$ cat src/rtl/memory_arb_pkg.sv
// rtl/memory_arb_pkg.sv - shared owner encoding, read latency and read-tag type for memory_arb
package memory_arb_pkg;

   localparam logic OWN_A  = 1'b0;
   localparam logic OWN_B  = 1'b1;
   localparam int   RD_LAT = 3;

   // One entry per in-flight read: travels alongside the memory read pipeline
   typedef struct packed {
      logic valid;
      logic owner;
   } rd_tag_t;

endpackage

$ cat src/rtl/memory_arb_rr2.sv
// rtl/memory_arb_rr2.sv - arb_rr2: 2-way round-robin arbiter with registered priority pointer
module arb_rr2
   import memory_arb_pkg::*;
(
   input  logic       clk,
   input  logic       reset,
   input  logic [1:0] req,
   output logic [1:0] gnt
);

   logic ptr;

   always_comb begin
      gnt = req;
      if (req == 2'b11) begin
         gnt = (ptr == OWN_B) ? 2'b10 : 2'b01;
      end
   end

   // Pointer flips to the loser after every grant, holds when idle
   always_ff @(posedge clk) begin
      if (reset) begin
         ptr <= OWN_A;
      end else if (gnt[0]) begin
         ptr <= OWN_B;
      end else if (gnt[1]) begin
         ptr <= OWN_A;
      end
   end

endmodule

$ cat src/rtl/memory_arb.sv
// rtl/memory_arb.sv - two-requester arbiter/sequencer for a 1W/1R memory; MEMORY_ARB_FWD_EN enables same-cycle write forwarding
module memory_arb
   import memory_arb_pkg::*;
#(
   parameter int AW  = 14,
   parameter int DW  = 32,
   parameter int WED = 4
) (
   input  logic           clk,
   input  logic           reset,
   input  logic [WED-1:0] a_wr_en,
   input  logic [AW-1:0]  a_wr_addr,
   input  logic [DW-1:0]  a_wr_data,
   output logic           a_wr_wait,
   input  logic           a_rd_en,
   input  logic [AW-1:0]  a_rd_addr,
   output logic           a_rd_wait,
   output logic           a_rd_valid,
   output logic [DW-1:0]  a_rd_data,
   input  logic [WED-1:0] b_wr_en,
   input  logic [AW-1:0]  b_wr_addr,
   input  logic [DW-1:0]  b_wr_data,
   output logic           b_wr_wait,
   input  logic           b_rd_en,
   input  logic [AW-1:0]  b_rd_addr,
   output logic           b_rd_wait,
   output logic           b_rd_valid,
   output logic [DW-1:0]  b_rd_data,
   output logic [WED-1:0] mem_wr_en,
   output logic [AW-1:0]  mem_wr_addr,
   output logic [DW-1:0]  mem_wr_data,
   output logic           mem_rd_en,
   output logic [AW-1:0]  mem_rd_addr,
   input  logic [DW-1:0]  mem_rd_data
);

   logic [1:0]    wr_req, wr_gnt;
   logic [1:0]    rd_req, rd_gnt;
   rd_tag_t       tag_q [RD_LAT-1];
   rd_tag_t       tag_out;
   logic [DW-1:0] rd_word;

   assign wr_req = {|b_wr_en, |a_wr_en};
   assign rd_req = {b_rd_en, a_rd_en};

   arb_rr2 u_wr_arb (.clk(clk), .reset(reset), .req(wr_req), .gnt(wr_gnt));
   arb_rr2 u_rd_arb (.clk(clk), .reset(reset), .req(rd_req), .gnt(rd_gnt));

   assign a_wr_wait = wr_req[0] & ~wr_gnt[0];
   assign b_wr_wait = wr_req[1] & ~wr_gnt[1];
   assign a_rd_wait = rd_req[0] & ~rd_gnt[0];
   assign b_rd_wait = rd_req[1] & ~rd_gnt[1];

   always_ff @(posedge clk) begin
      if (reset) begin
         mem_wr_en   <= '0;
         mem_wr_addr <= '0;
         mem_wr_data <= '0;
      end else begin
         mem_wr_en <= '0;
         if (wr_gnt[0]) begin
            mem_wr_en   <= a_wr_en;
            mem_wr_addr <= a_wr_addr;
            mem_wr_data <= a_wr_data;
         end else if (wr_gnt[1]) begin
            mem_wr_en   <= b_wr_en;
            mem_wr_addr <= b_wr_addr;
            mem_wr_data <= b_wr_data;
         end
      end
   end

   // mem_rd_en drops on idle cycles so the memory keeps its last read word
   always_ff @(posedge clk) begin
      if (reset) begin
         mem_rd_en   <= 1'b0;
         mem_rd_addr <= '0;
      end else begin
         mem_rd_en <= |rd_gnt;
         if (rd_gnt[0]) begin
            mem_rd_addr <= a_rd_addr;
         end else if (rd_gnt[1]) begin
            mem_rd_addr <= b_rd_addr;
         end
      end
   end

   always_ff @(posedge clk) begin
      if (reset) begin
         for (int i = 0; i < RD_LAT-1; i++) begin
            tag_q[i] <= '0;
         end
      end else begin
         tag_q[0] <= '{valid: |rd_gnt, owner: (rd_gnt[1] ? OWN_B : OWN_A)};
         for (int i = 1; i < RD_LAT-1; i++) begin
            tag_q[i] <= tag_q[i-1];
         end
      end
   end

   assign tag_out = tag_q[RD_LAT-2];

`ifdef MEMORY_ARB_FWD_EN
   logic [WED-1:0] fwd_be;
   logic [DW-1:0]  fwd_data;

   // Capture the colliding write alongside the read so its bytes override the stale word
   always_ff @(posedge clk) begin
      if (reset) begin
         fwd_be   <= '0;
         fwd_data <= '0;
      end else begin
         fwd_be   <= (mem_rd_en && (mem_rd_addr == mem_wr_addr)) ? mem_wr_en : '0;
         fwd_data <= mem_wr_data;
      end
   end

   always_comb begin
      rd_word = mem_rd_data;
      for (int i = 0; i < WED; i++) begin
         if (fwd_be[i]) begin
            rd_word[8*i +: 8] = fwd_data[8*i +: 8];
         end
      end
   end
`else
   assign rd_word = mem_rd_data;
`endif

   always_ff @(posedge clk) begin
      if (reset) begin
         a_rd_valid <= 1'b0;
         b_rd_valid <= 1'b0;
         a_rd_data  <= '0;
         b_rd_data  <= '0;
      end else begin
         a_rd_valid <= tag_out.valid && (tag_out.owner == OWN_A);
         b_rd_valid <= tag_out.valid && (tag_out.owner == OWN_B);
         if (tag_out.valid && (tag_out.owner == OWN_A)) begin
            a_rd_data <= rd_word;
         end
         if (tag_out.valid && (tag_out.owner == OWN_B)) begin
            b_rd_data <= rd_word;
         end
      end
   end

endmodule

$ cat config.mk
export PLATFORM = sky130hd
export DESIGN_NAME = memory_arb
export DESIGN_NICKNAME = d
export VERILOG_FILES = /design/src/rtl/memory_arb_pkg.sv /design/src/rtl/memory_arb_rr2.sv /design/src/rtl/memory_arb.sv
export SDC_FILE = /design/constraint.sdc
export NUM_CORES = 1
export LEC_CHECK = 0
export CAP_MARGIN = 0
export CORE_AREA = 2 2 114 116
export DETAILED_ROUTE_END_ITERATION = 8
export DIE_AREA = 0 0 116 118
export DONT_BUFFER_PORTS = 1
export PLACE_DENSITY_LB_ADDON = 0.1
export SETUP_SLACK_MARGIN = 0.05
export SYNTH_ARGS = -nofsm -noshare
export SYNTH_HDL_FRONTEND = slang
export SYNTH_SLANG_ARGS = --single-unit
export TNS_END_PERCENT = 10
$ cat constraint.sdc
create_clock -name clk -period 2 [get_ports clk]
set_input_delay 0.6 -clock clk [delete_from_list [all_inputs] [get_ports clk]]
set_output_delay 0.6 -clock clk [all_outputs]
set_load 0.005 [all_outputs]
==> flow_summary_export.csv, run 1 <==
group,metric,value,unit
status,outcome,"finished clean",
timing,fin_setup_tns,0,ns
yosys,synth_nets,825,
timing,slew_headroom,0.7486,
drt,wirelength,16180,um
cells_and_area,diodes,0,
cells_and_area,layout_commonest_cell,"nand2_1",
power_and_ir_drop,vdd_drop_max,0.0004508,V
yosys,ys_seq_area_frac,0.4806,
timing,drv_slew,0,
power_and_ir_drop,leakage,0.002118,uW
yosys,synth_top_area_cell,"dfxtp_1",
worst_hold_path,hold_start,"reset",
critical_path,startpoint,"u_wr_arb.ptr",
critical_path,cp_cell_sequence,"o41ai_1 -> buf_4 -> nor2_1",
critical_path,end_kind,"output pin",
yosys,ys_types,29,
yosys,yosys_warnings,0,
floorplanning,pin_count,299,
critical_path,worst-r2r-setup-slack,0.54,ns
critical_path,cp_top_family,"flip-flops",
drt,dr.max_layer_used,"met4",
timing,finalHoldViolCount,0,
placement,numPortBuffers,0,
cells_and_area,final_util,0.5105,
clocking,cts_setup_buffers,0,
placement,dpl.hpwl,11000,um
floorplanning,fp-row-count,41,
global_routing,grt_max_degree,124,
timing,post-route-period-util,0.9071,
clocking,htreeDepth,4,
global_routing,grt_use_total,0.2299,
critical_path,r2r-start,"u_wr_arb.ptr",
timing,fmax,551.2,MHz
yosys,synth-seq-cells,136,
drt,drc,0,
yosys,yosysTopAreaCellShare,0.4806,
global_routing,gr-total-overflow,0,
clocking,clk_pin_slew,0.05,ns
global_routing,antenna_found_initial,0,
yosys,avgSynthCellArea,8.571,sq um
critical_path,arrival,1.21,ns
floorplanning,die_area,13690,sq um
clocking,cts_tree,"built",
drt,drt_first_pass_iters,4,
floorplanning,fp.dieW,116,um
worst_hold_path,min_path_type,"in2reg",
power_and_ir_drop,power_density,1019,nW/um^2
critical_path,path_class,"reg2out",
clocking,cts_buffer_depth,2,
floorplanning,start_util,0.4564,
drt,dr_total_vias,4782,
drt,vias_per_cell,5.860,
cells_and_area,drive_above_1_share,0.1522,
critical_path,crit_required,1.40,ns
global_routing,first_global_vias,4624,
critical_path,cp_slowest_cell,"dfxtp_2",
cells_and_area,fillCellCount,1190,
drt,route.met3.wl,1717,um
yosys,synthesis.area,5665,sq um
critical_path,cp_max_fo,8,
clocking,cts_made_buffers,17,
timing,hold-worst-slack,0.2736,ns
placement,place.gp.congestion,0.8172,
critical_path,max_stage_delay,0.39,ns
timing,fin_skew,0.009055,ns
global_routing,grt_pass1_wl,24740,um
critical_path,cp-start-kind,"flip-flop",
clocking,cts.sinks,136,
timing,setup_violations,0,
cells_and_area,mostFrequentLayoutCells,"nand2_1 (147), dfxtp_1 (135), nor3_1 (94)",
yosys,synthCells,661,
drt,wl_per_cell,19.82,um
cells_and_area,nets,796,
clocking,ctsHoldBuffers,0,
cells_and_area,synthToLayoutAreaGrowth,11.86,%
floorplanning,core,12410,sq um
drt,wl_met2,8048,um
critical_path,crit_buf_inv,1,
timing,min_period,1.814,ns
floorplanning,die_h,118,um
yosys,synth.area.top_cells,"dfxtp_1 (48%), nand2_1 (9.7%), a211oi_2 (8.8%)",
timing,worstMarginPinSlew,0.3742,ns
drt,drt.antenna.violating_nets,0,
timing,rsz0062_at_grt,"no",
clocking,clock_latency,0.41,ns
drt,wl_met1,6003,um
flow_run,drv_cap,0,
clocking,cts-root-buf,"clkbuf_16",
drt,drt_iter0_markers,280,
-- per-layer routing --
| metal | GRT usage | vias to the layer above |
|---|---|---|
| met5 | 0 | - |
| met1 | 0.2604 | 2214 |
| li1 | - | 2292 |
| met2 | 0.3794 | 242 |
| met3 | 0.09269 | 34 |
| met4 | 0.09673 | 0 |
-- worst reg2reg max path, delay by kind of cell (launching register included) --
| family | cells | cell delay (ns) |
|---|---|---|
| DFF | 1 | 0.35 |
| AOI/OAI and AO/OA | 1 | 0.15 |
| and+or+nand+nor | 1 | 0.30 |
| buffers and inverters | 2 | 0.57 |
-- final cells by class --
type	count	area, sq um	area share
multi-input combinational	456	2609	0.4116
sequential	136	2724	0.4298
inverter	2	7.507	0.001185
clock buffer	23	508.0	0.08016
clock inverter	8	68.82	0.01086
tap	172	215.2	0.03396
timing repair buffer	19	205.2	0.03238
-- cells by family (layout without fill, tap and decap cells) --
logic type	Yosys count	count (layout)	synth area share
simple gates	304	304	0.2522
compound gates	138	138	0.1818
flops	136	136	0.4806
buf+inv	69	52	0.06073
mux	14	14	0.02473
-- power by group --
group | switching (uW) | total (uW) | internal (uW) | leakage [uW]
combinational | 260 | 461 | 202 | 0.000704
clock | 1110 | 3000 | 1890 | 0.000294
sequential | 133 | 3000 | 2870 | 0.00112
-- cell usage after synthesis --
library cell and n:
a211oi_1 8, mux2i_1 14, o41ai_1 1, buf_4 1
nand2_1 147, nor4_1 47, o21ai_1 18, a21boi_2 1
and3_1 1, clkbuf_1 40, nand2b_1 1, nor3_1 94
a21oi_1 68, or4_1 1, nor2_1 4, or4_4 1
buf_2 17, nor2b_1 4, nor4_4 1, buf_6 8
inv_2 1, o41a_1 1, buf_1 1, and2_1 2
inv_1 1, dfxtp_1 136, a211oi_2 40, o21bai_1 1
nor3b_1 1
-- worst paths after layout --
check	to	depth (start not counted)
worst min register to register	tag_q[0][2]	1
worst max register to register	mem_wr_addr[8]	4
worst max-delay path	a_wr_wait	3
worst min-delay path	b_rd_data[29]	1
-- through the flow --
step | total power [uW] | setup WS [ns] | cells | area (sq um)
floorplan | 3422 | 0.05473 | 661 | 5667
global placement | 3504 | 0.1569 | 785 | 5759
detailed placement | 3522 | 0.1063 | 785 | 5759
CTS | 6521 | 0.07193 | 816 | 6336
global route | 6718 | 0.1291 | 816 | 6337
finish | 6458 | 0.1857 | 816 | 6337
-- flip-flops by register name (all words and copies together) (netlist names) --
signal        flops
a_rd_data        32
a_rd_valid        1
b_rd_data        32
b_rd_valid        1
mem_rd_addr      14
mem_wr_addr      14
mem_wr_data      32
mem_wr_en         4
tag_q             4
u_rd_arb.ptr      1
u_wr_arb.ptr      1
-- what timing repair did --
action | 4_1_cts | 5_1_grt
endpoints found under the hold margin | 0 | 0
setup endpoints to repair | 0 | 1
resized for setup | 0 | 1
No activity file was read; power rests on OpenSTA's default activity.
==> run 2: changes to the inputs <==
MAX_ROUTING_LAYER = met4   (was not set)
clock period = 2.1 ns   (was 2 ns; I/O delays follow)
==> flow_summary_export.csv, run 2 (synthesis gave the netlist of run 1 again) <==
group,metric,value,unit
cells_and_area,drive_above_1_share,0.1449,
drt,drt.antenna.violating_nets,0,
cells_and_area,synthToLayoutAreaGrowth,11.44,%
placement,place.gp.congestion,0.7809,
critical_path,crit_required,1.47,ns
timing,min_period,1.923,ns
timing,setup_violations,0,
worst_hold_path,hold_start,"reset",
clocking,ctsHoldBuffers,0,
floorplanning,fp-row-count,41,
critical_path,crit_buf_inv,0,
power_and_ir_drop,internal-power,4710,uW
flow_run,drv_cap,0,
drt,wl_per_cell,19.92,um
critical_path,max_stage_delay,0.51,ns
cells_and_area,nets,795,
power_and_ir_drop,switching_share,0.2336,
worst_hold_path,holdPathStages,1,
power_and_ir_drop,pwr-share-comb,0.072,
floorplanning,start_util,0.4564,
drt,wirelength,16220,um
floorplanning,core,12410,sq um
critical_path,end_kind,"output pin",
power_and_ir_drop,power_density,973.4,nW/um^2
critical_path,startpoint,"b_wr_en[0]",
critical_path,cp_top_family,"compound AO/OA/AOI/OAI gates",
timing,fin_skew,0.006555,ns
clocking,cts_made_buffers,17,
critical_path,cp_max_fo,5,
critical_path,worst-r2r-setup-slack,0.68,ns
critical_path,cp_slowest_cell,"o41ai_1",
floorplanning,die_area,13690,sq um
critical_path,arrival,1.29,ns
global_routing,grt_pass1_wl,24610,um
placement,numPortBuffers,0,
global_routing,grt_use_total,0.2371,
worst_hold_path,min_path_type,"in2reg",
floorplanning,die_h,118,um
worst_hold_path,min_to,"a_rd_data[30]",
power_and_ir_drop,seq_power_share,0.465,
critical_path,rr_worst_depth,4,
cells_and_area,fillCellCount,1224,
power_and_ir_drop,clkPwrFrac,0.463,
floorplanning,fp.dieW,116,um
timing,post-route-period-util,0.9158,
timing,hold-worst-slack,0.3047,ns
global_routing,gr-total-overflow,0,
clocking,cts_setup_buffers,0,
clocking,cts-root-buf,"clkbuf_16",
timing,drv_slew,0,
status,outcome,"finished clean",
timing,finalHoldViolCount,0,
clocking,clock_latency,0.41,ns
drt,drt_iter0_markers,341,
power_and_ir_drop,switchingPower,1436,uW
cells_and_area,diodes,0,
critical_path,path_class,"in2out",
cells_and_area,mostFrequentLayoutCells,"nand2_1 (147), dfxtp_1 (136), nor3_1 (94)",
power_and_ir_drop,vdd_drop_max,0.0004375,V
timing,fin_setup_tns,0,ns
critical_path,r2r-start,"u_wr_arb.ptr",
global_routing,grt_max_degree,124,
critical_path,r2r-end,"mem_wr_data[2]",
drt,drt_first_pass_iters,5,
timing,slew_headroom,0.6693,
timing,fmax,520.0,MHz
placement,dpl.hpwl,11110,um
cells_and_area,top_regs,"a_rd_data: 32 flops, b_rd_data: 32 flops, mem_wr_data: 32 flops",
timing,worstMarginPinSlew,0.4896,ns
drt,vias_per_cell,5.907,
clocking,cts_tree,"built",
clocking,cts-resized-gates,0,
global_routing,antenna_found_initial,0,
drt,drc,0,
floorplanning,pin_count,299,
drt,dr_total_vias,4808,
clocking,cts.sinks,136,
clocking,htreeDepth,4,
critical_path,cp_cell_sequence,"o41ai_1 -> nor2_1",
critical_path,cp-start-kind,"input port",
clocking,cts_buffer_depth,2,
cells_and_area,multi_input_area,2609,sq um
cells_and_area,layout_commonest_cell,"nand2_1",
cells_and_area,seqCellArea,2723,sq um
clocking,clk_pin_slew,0.06,ns
timing,rsz0062_at_grt,"no",
global_routing,first_global_vias,4606,
power_and_ir_drop,leakage,0.002096,uW
[run 2: changes by cell type in the layout (fill, tap and decap cells not counted)]
cell        delta
clkbuf_8       -4
clkinvlp_4     +1
clkbuf_1       +2
buf_4          -1
dfxtp_2        -1
dfxtp_1        +1
clkinv_2       -1
bufinv_16      +1
[run 2: power by group through the flow]
| stage | Combinational [uW] | Sequential [uW] | Clock, uW |
|---|---|---|---|
| floorplan | 391 | 2870 | 0 |
| global placement | 424 | 2910 | 0 |
| detailed placement | 445 | 2910 | 0 |
| CTS | 444 | 2860 | 2890 |
| global route | 491 | 2870 | 3020 |
| finish | 441 | 2860 | 2850 |
[run 2: routing by layer]
layer | vias up | GRT usage | share of wire
li1 | 2278 | - | -
met1 | 2220 | 0.2669 | 0.38
met2 | 271 | 0.3743 | 0.49
met3 | 39 | 0.08342 | 0.10
met4 | 0 | 0.1109 | 0.028
met5 | - | - | 0
[run 2: area by class of cell]
cell class	instances	share of cell area
flip-flops and latches	136	0.4312
clock buffers	21	0.07293
well taps	172	0.03409
inverters	2	0.001189
repair buffers	18	0.03131
multi-input cells	456	0.4132
clock inverters	9	0.01605
[run 2: worst max-delay path by stage]
stage | endpoint | cells past startpoint
after floorplan | b_wr_wait | 3
after global placement | a_wr_wait | 2
after detailed placement | mem_wr_data[2] | 4
after CTS | a_wr_wait | 2
after global routing | a_wr_wait | 2
final | a_wr_wait | 2
[run 2: metrics by stage]
step	util	area, sq um	worst slack, ns	cells	power, uW
floorplan	-	5665	0.05531	661	3259
global placement	0.4633	5752	0.1868	784	3336
detailed placement	0.4633	5752	0.1618	784	3357
CTS	0.5086	6314	0.1693	814	6197
global route	0.5086	6314	0.09451	814	6382
finish	0.5086	6314	0.1769	814	6145
